==> src/rtl/ifetch_buffer.sv <==
// Instruction fetch buffer: issues word reads for incoming PCs, tags returned data with its PC
// and presents it in order to decode; redirect flushes buffered entries and drops in-flight reads.
module ifetch_buffer #(
   parameter int unsigned ADDR_W = 32,
   parameter int unsigned DATA_W = 32,
   parameter int unsigned DEPTH  = 2
) (
   input  logic              clk,
   input  logic              nrst,
   input  logic              pc_valid,
   input  logic [ADDR_W-1:0] pc,
   output logic              pc_ready,
   input  logic              redirect,
   output logic              mem_req,
   output logic [ADDR_W-1:0] mem_addr,
   input  logic              mem_gnt,
   input  logic              mem_rvalid,
   input  logic [DATA_W-1:0] mem_rdata,
   output logic              instr_valid,
   output logic [DATA_W-1:0] instr,
   output logic [ADDR_W-1:0] instr_pc,
   output logic              instr_err,
   input  logic              instr_ready
);

   localparam int unsigned CW = $clog2(DEPTH + 1);
   localparam int unsigned PW = $clog2(DEPTH);
   localparam logic [CW:0] DEPTH_C = (CW+1)'(DEPTH);

   logic [CW-1:0]     outstanding, discard, count;
   logic [PW-1:0]     pend_rd, pend_wr, rd_ptr, wr_ptr;
   logic [ADDR_W-1:0] pend_q   [DEPTH];
   logic [DATA_W-1:0] buf_data [DEPTH];
   logic [ADDR_W-1:0] buf_pc   [DEPTH];
   logic [DEPTH-1:0]  buf_err;

   logic [CW:0] occupancy;
   logic        credit, aligned, issue_ok, issue, err_acc;
   logic        resp, resp_keep, buf_we, pop, has_head;

   always_comb begin
      occupancy = {1'b0, outstanding} + {1'b0, count};
      credit    = occupancy < DEPTH_C;
      aligned   = (pc[1:0] == 2'b00);
      issue_ok  = nrst & pc_valid & credit & ~redirect;
      mem_req   = issue_ok & aligned;
      mem_addr  = mem_req ? pc : '0;
      issue     = mem_req & mem_gnt;
      // A misaligned PC only enters the buffer once every earlier read has drained,
      // so its error entry lands behind them in program order.
      err_acc   = issue_ok & ~aligned & (outstanding == '0) & (discard == '0);
      pc_ready  = issue | err_acc;

      resp      = mem_rvalid & (outstanding != '0);
      resp_keep = resp & (discard == '0) & ~redirect;
      buf_we    = resp_keep | err_acc;

      has_head    = (count != '0);
      instr_valid = nrst & has_head & ~redirect;
      pop         = instr_valid & instr_ready;
      instr       = has_head ? buf_data[rd_ptr] : '0;
      instr_pc    = has_head ? buf_pc[rd_ptr]   : '0;
      instr_err   = has_head & buf_err[rd_ptr];
   end

   always_ff @(posedge clk) begin
      if (!nrst) begin
         outstanding <= '0;
         discard     <= '0;
         count       <= '0;
         pend_rd     <= '0;
         pend_wr     <= '0;
         rd_ptr      <= '0;
         wr_ptr      <= '0;
      end else if (redirect) begin
         // Everything still in flight (minus a response landing right now) must be dropped.
         discard     <= outstanding - CW'(resp);
         outstanding <= outstanding - CW'(resp);
         count       <= '0;
         pend_rd     <= '0;
         pend_wr     <= '0;
         rd_ptr      <= '0;
         wr_ptr      <= '0;
      end else begin
         outstanding <= outstanding + CW'(issue) - CW'(resp);
         if (issue)
            pend_wr <= pend_wr + PW'(1);
         if (resp) begin
            if (discard != '0)
               discard <= discard - CW'(1);
            else
               pend_rd <= pend_rd + PW'(1);
         end
         if (buf_we)
            wr_ptr <= wr_ptr + PW'(1);
         if (pop)
            rd_ptr <= rd_ptr + PW'(1);
         count <= count + CW'(buf_we) - CW'(pop);
      end
   end

   always_ff @(posedge clk) begin
      if (issue)
         pend_q[pend_wr] <= pc;
      if (buf_we) begin
         buf_data[wr_ptr] <= resp_keep ? mem_rdata : '0;
         buf_pc[wr_ptr]   <= resp_keep ? pend_q[pend_rd] : pc;
         buf_err[wr_ptr]  <= ~resp_keep;
      end
   end

endmodule

==> config.mk <==
export PLATFORM = sky130hd
export DESIGN_NAME = ifetch_buffer
export DESIGN_NICKNAME = d
export VERILOG_FILES = /design/src/rtl/ifetch_buffer.sv
export SDC_FILE = /design/constraint.sdc
export NUM_CORES = 1
export LEC_CHECK = 0
export BUFFER_PORTS_ARGS = -buffer_cell sky130_fd_sc_hd__buf_2
export CAP_MARGIN = 10
export CORE_MARGIN = 2
export CORE_UTILIZATION = 30
export DETAILED_ROUTE_END_ITERATION = 16
export HOLD_SLACK_MARGIN = 0.02
export PLACE_DENSITY = 0.58
export SYNTH_ARGS = -nofsm -noshare
export SYNTH_HDL_FRONTEND = slang
export SYNTH_SLANG_ARGS = --single-unit
==> constraint.sdc <==
create_clock -name clk -period 15.7 [get_ports clk]
set_clock_uncertainty 0.15 [all_clocks]
set_input_delay 0.785 -clock clk [delete_from_list [all_inputs] [get_ports clk]]
set_output_delay 0.785 -clock clk [all_outputs]
set_load 0.01 [all_outputs]
==> qor.csv <==
stage,metric,value,unit
timing,setup_tns,0,ns
layout,nets,843,
floorplanning,Die W,173,um
global_route,via count of the first global-routing pass,4875,
placed_design,setup slack at placement,11.60,ns
clock_tree,post-cts gate resize count,0,
setup_path,CP endpoint kind,output pin,
yosys,ys async rst share,0,%
detailed_routing,drt wl/cell,15.4,um
floorplanning,Core Area,28500,um2
yosys,syn_area_per_cell,14.4,um2
pwr,Comb pwr share,11.5,%
timing,Max Fclk,261,MHz
clock_tree,Clock Pin Slew Worst Setup and Hold Paths,0.06,ns
global_route,initial antenna violation count,1,
yosys,Main synth FF type,edfxtp_1,
pwr,Clk pwr share,39.4,%
setup_path,Setup crit start,count[0],
layout,register area,6070,um2
yosys,Yosys reg bits,206,
layout,Layout fillers,2774,
yosys,"Cell Area, Synth",8610,um2
floorplanning,# rows,62,
timing,Final Setup Violations,0,
placed_design,number of port buffers,168,
floorplanning,Ports,171,
clock_tree,Num CTS Buffers,24,
layout,share of layout cells above drive strength 1,28.5,%
yosys,cell count after synthesis,599,
floorplanning,die area,30100,um2
detailed_routing,ANT nets after route,0,
layout,"most common cell after layout, fill and taps aside",edfxtp_1,
pwr,Flop pwr share,49.1,%
setup_path,cell family with most CP delay,simple AND/OR/NAND/NOR gates,
timing,fin. max-slew vios,0,
global_route,first-pass GRT wire length,27.8,mm
clock_tree,CTS tree,done,
pwr,P_leak,0.00389,uW
placed_design,placed wire-length estimate,11.1,mm
timing,Worst Hold Slack,0.333,ns
yosys,Ys Warns,0,
clock_tree,Clock Tree Buf Depth,3,
detailed_routing,drt initial violations,302,
setup_path,CP startpoint kind,flip-flop,
layout,Multi-input gate area,2370,um2
global_route,GR Overflow Total,0,
min_path,Worst Hold Class,primary input to flip-flop,
layout,Synth-to-Final Area Change,23.1,%
layout,"commonest cells after routing, fill and taps aside","edfxtp_1, buf_2, nor2_1, mux2i_1, and2_1",
setup_path,Critical Path RT,14.77,ns
setup_path,Critical Setup Path Class,flip-flop to output pin,
setup_path,FF-to-FF Start,count[0],
floorplanning,initial core utilization,30.2,%
timing,period utilization,24.4,%
setup_path,critical-path maximum fanout,33,
pwr,peak supply drop,0.0568,mV
setup_path,WP data arrival,2.89,ns
timing,Final Hold Vio Count,0,
global_route,GRT Total Usage,11.8,%
setup_path,WP buf/inv,1,
timing,Final min period,3.83,ns
setup_path,"slowest stage delay, CP",0.83,ns
clock_tree,CTS Hold Bufs,0,
detailed_routing,Pre-Repair DR Iteration Count,4,
detailed_routing,DRC Markers,0,
layout,ANT cells,0,
detailed_routing,Vias per Instance,4.29,
pwr,Power Density,127,nW/um2
pwr,Sw Ratio,24.4,%
layout,fin util,37.3,%
clock_tree,H-tree levels,1,
clock_tree,Root Driver,clkbuf_16,
yosys,post-synthesis sequential area ratio,70.4,%
detailed_routing,Vias,5008,
timing,Final WS setup,11.87,ns
setup_path,CP max stage cell,and4_1,
yosys,Netlist cell types,31,
clock_tree,"Clk Latency, worst-skew pair",0.52,ns
pwr,internal power,1020,uW
placed_design,RD Place Congestion,0.705,
timing,Slew @ Worst Pin,1.12,ns
flow_run,Max Cap Viol,0,
timing,slew margin rel.,25.5,%
setup_path,worst path cell trace,"and2_1, fa_1, nor2_1, and4_1, and2_1, buf_2",
floorplanning,Die H,173,um
global_route,largest net degree at the start of global routing,99,
pwr,Psw,329,uW
status,status,"finished, final reports clean",
clock_tree,postcts setup bufs,0,
min_path,Worst Hold Launch,pc[20],
timing,unrepaired setup endpoints after global routing,false,
setup_path,most frequent CP cell,and2_1,
clock_tree,TritonCTS Sinks,206,
detailed_routing,total wire length,18.0,mm
yosys,"EDFF count, synth",194,
layout make-up:
cell class                 count  area share [%]
multi-input combinational    352            22.4
clock inverter                20            1.60
clock buffer                  24            5.66
inverter                       8           0.283
timing repair buffer         173            8.28
tap                          384            4.53
sequential                   206            57.2
state kept, by name, indices dropped and copies added (netlist names), named ones only:
name	cells
buf_data	64
buf_pc	64
pend_q	64
buf_err	2
count	2
discard	2
outstanding	2
pend_rd	1
pend_wr	1
rd_ptr	1
wr_ptr	1
path summary, 6_finish.rpt:
kind                   end  slack (ns)  depth (start not counted)
min reg2reg        pend_rd        0.35                          2
max reg2reg  pend_q[0][18]       11.95                          6
min          pend_q[1][20]        0.33                          1
max           mem_addr[31]       11.87                          6
synth_stat cells, types with 3 or more instances:
master      n  area share, %
and2_1     67            4.9
inv_1       8           0.35
buf_1       4           0.17
clkbuf_1   10           0.44
a21oi_1    32            1.9
xor2_1      4           0.41
xnor2_1     4           0.41
ha_1        6           0.87
mux2i_1   101             12
nand2_1     8           0.35
buf_6       3           0.39
edfxtp_1  194             68
dfxtp_1    12            2.8
buf_2      15           0.87
nor2_1    110            4.8
stage by stage:
stage / cells / cell area [um2] / power (uW)
final: 1167 / 10600 / 1350
after global routing: 1167 / 10600 / 1410
after CTS: 1167 / 10600 / 1370
after detailed placement: 1123 / 9830 / 833
after global placement: 1123 / 9830 / 829
after floorplan: 600 / 8620 / 779
layer usage:
layer,global-route usage [%],wire (um)
met2,19.8,8450
met5,0,13
met4,2.97,378
met3,2.41,996
met1,15.7,8150
worst register-to-register path, delay by kind of cell, from the launching register on:
kind | cells | cell delay [ns]
flip-flops | 1 | 0.42
adder cells (fa/ha/maj) | 1 | 0.41
AND/OR/NAND/NOR | 5 | 2.41
kinds of logic after synthesis:
kind of cell | synth area share [%]
other | 0.0435
flip-flops | 70.4
AND/OR/NAND/NOR | 10.9
multiplexers | 11.7
adder cells (fa/ha/maj) | 1.10
AO/OA/AOI/OAI | 2.54
XOR/XNOR | 0.814
buffers and inverters | 2.40
power groups by stage:
stage	logic [uW]	registers (uW)	clock network, uW
after floorplan	110	669	0
after global placement	156	673	0
after detailed placement	158	674	0
after CTS	159	663	552
after global routing	176	666	571
final	155	662	531
(Power assumes the default switching activity.)
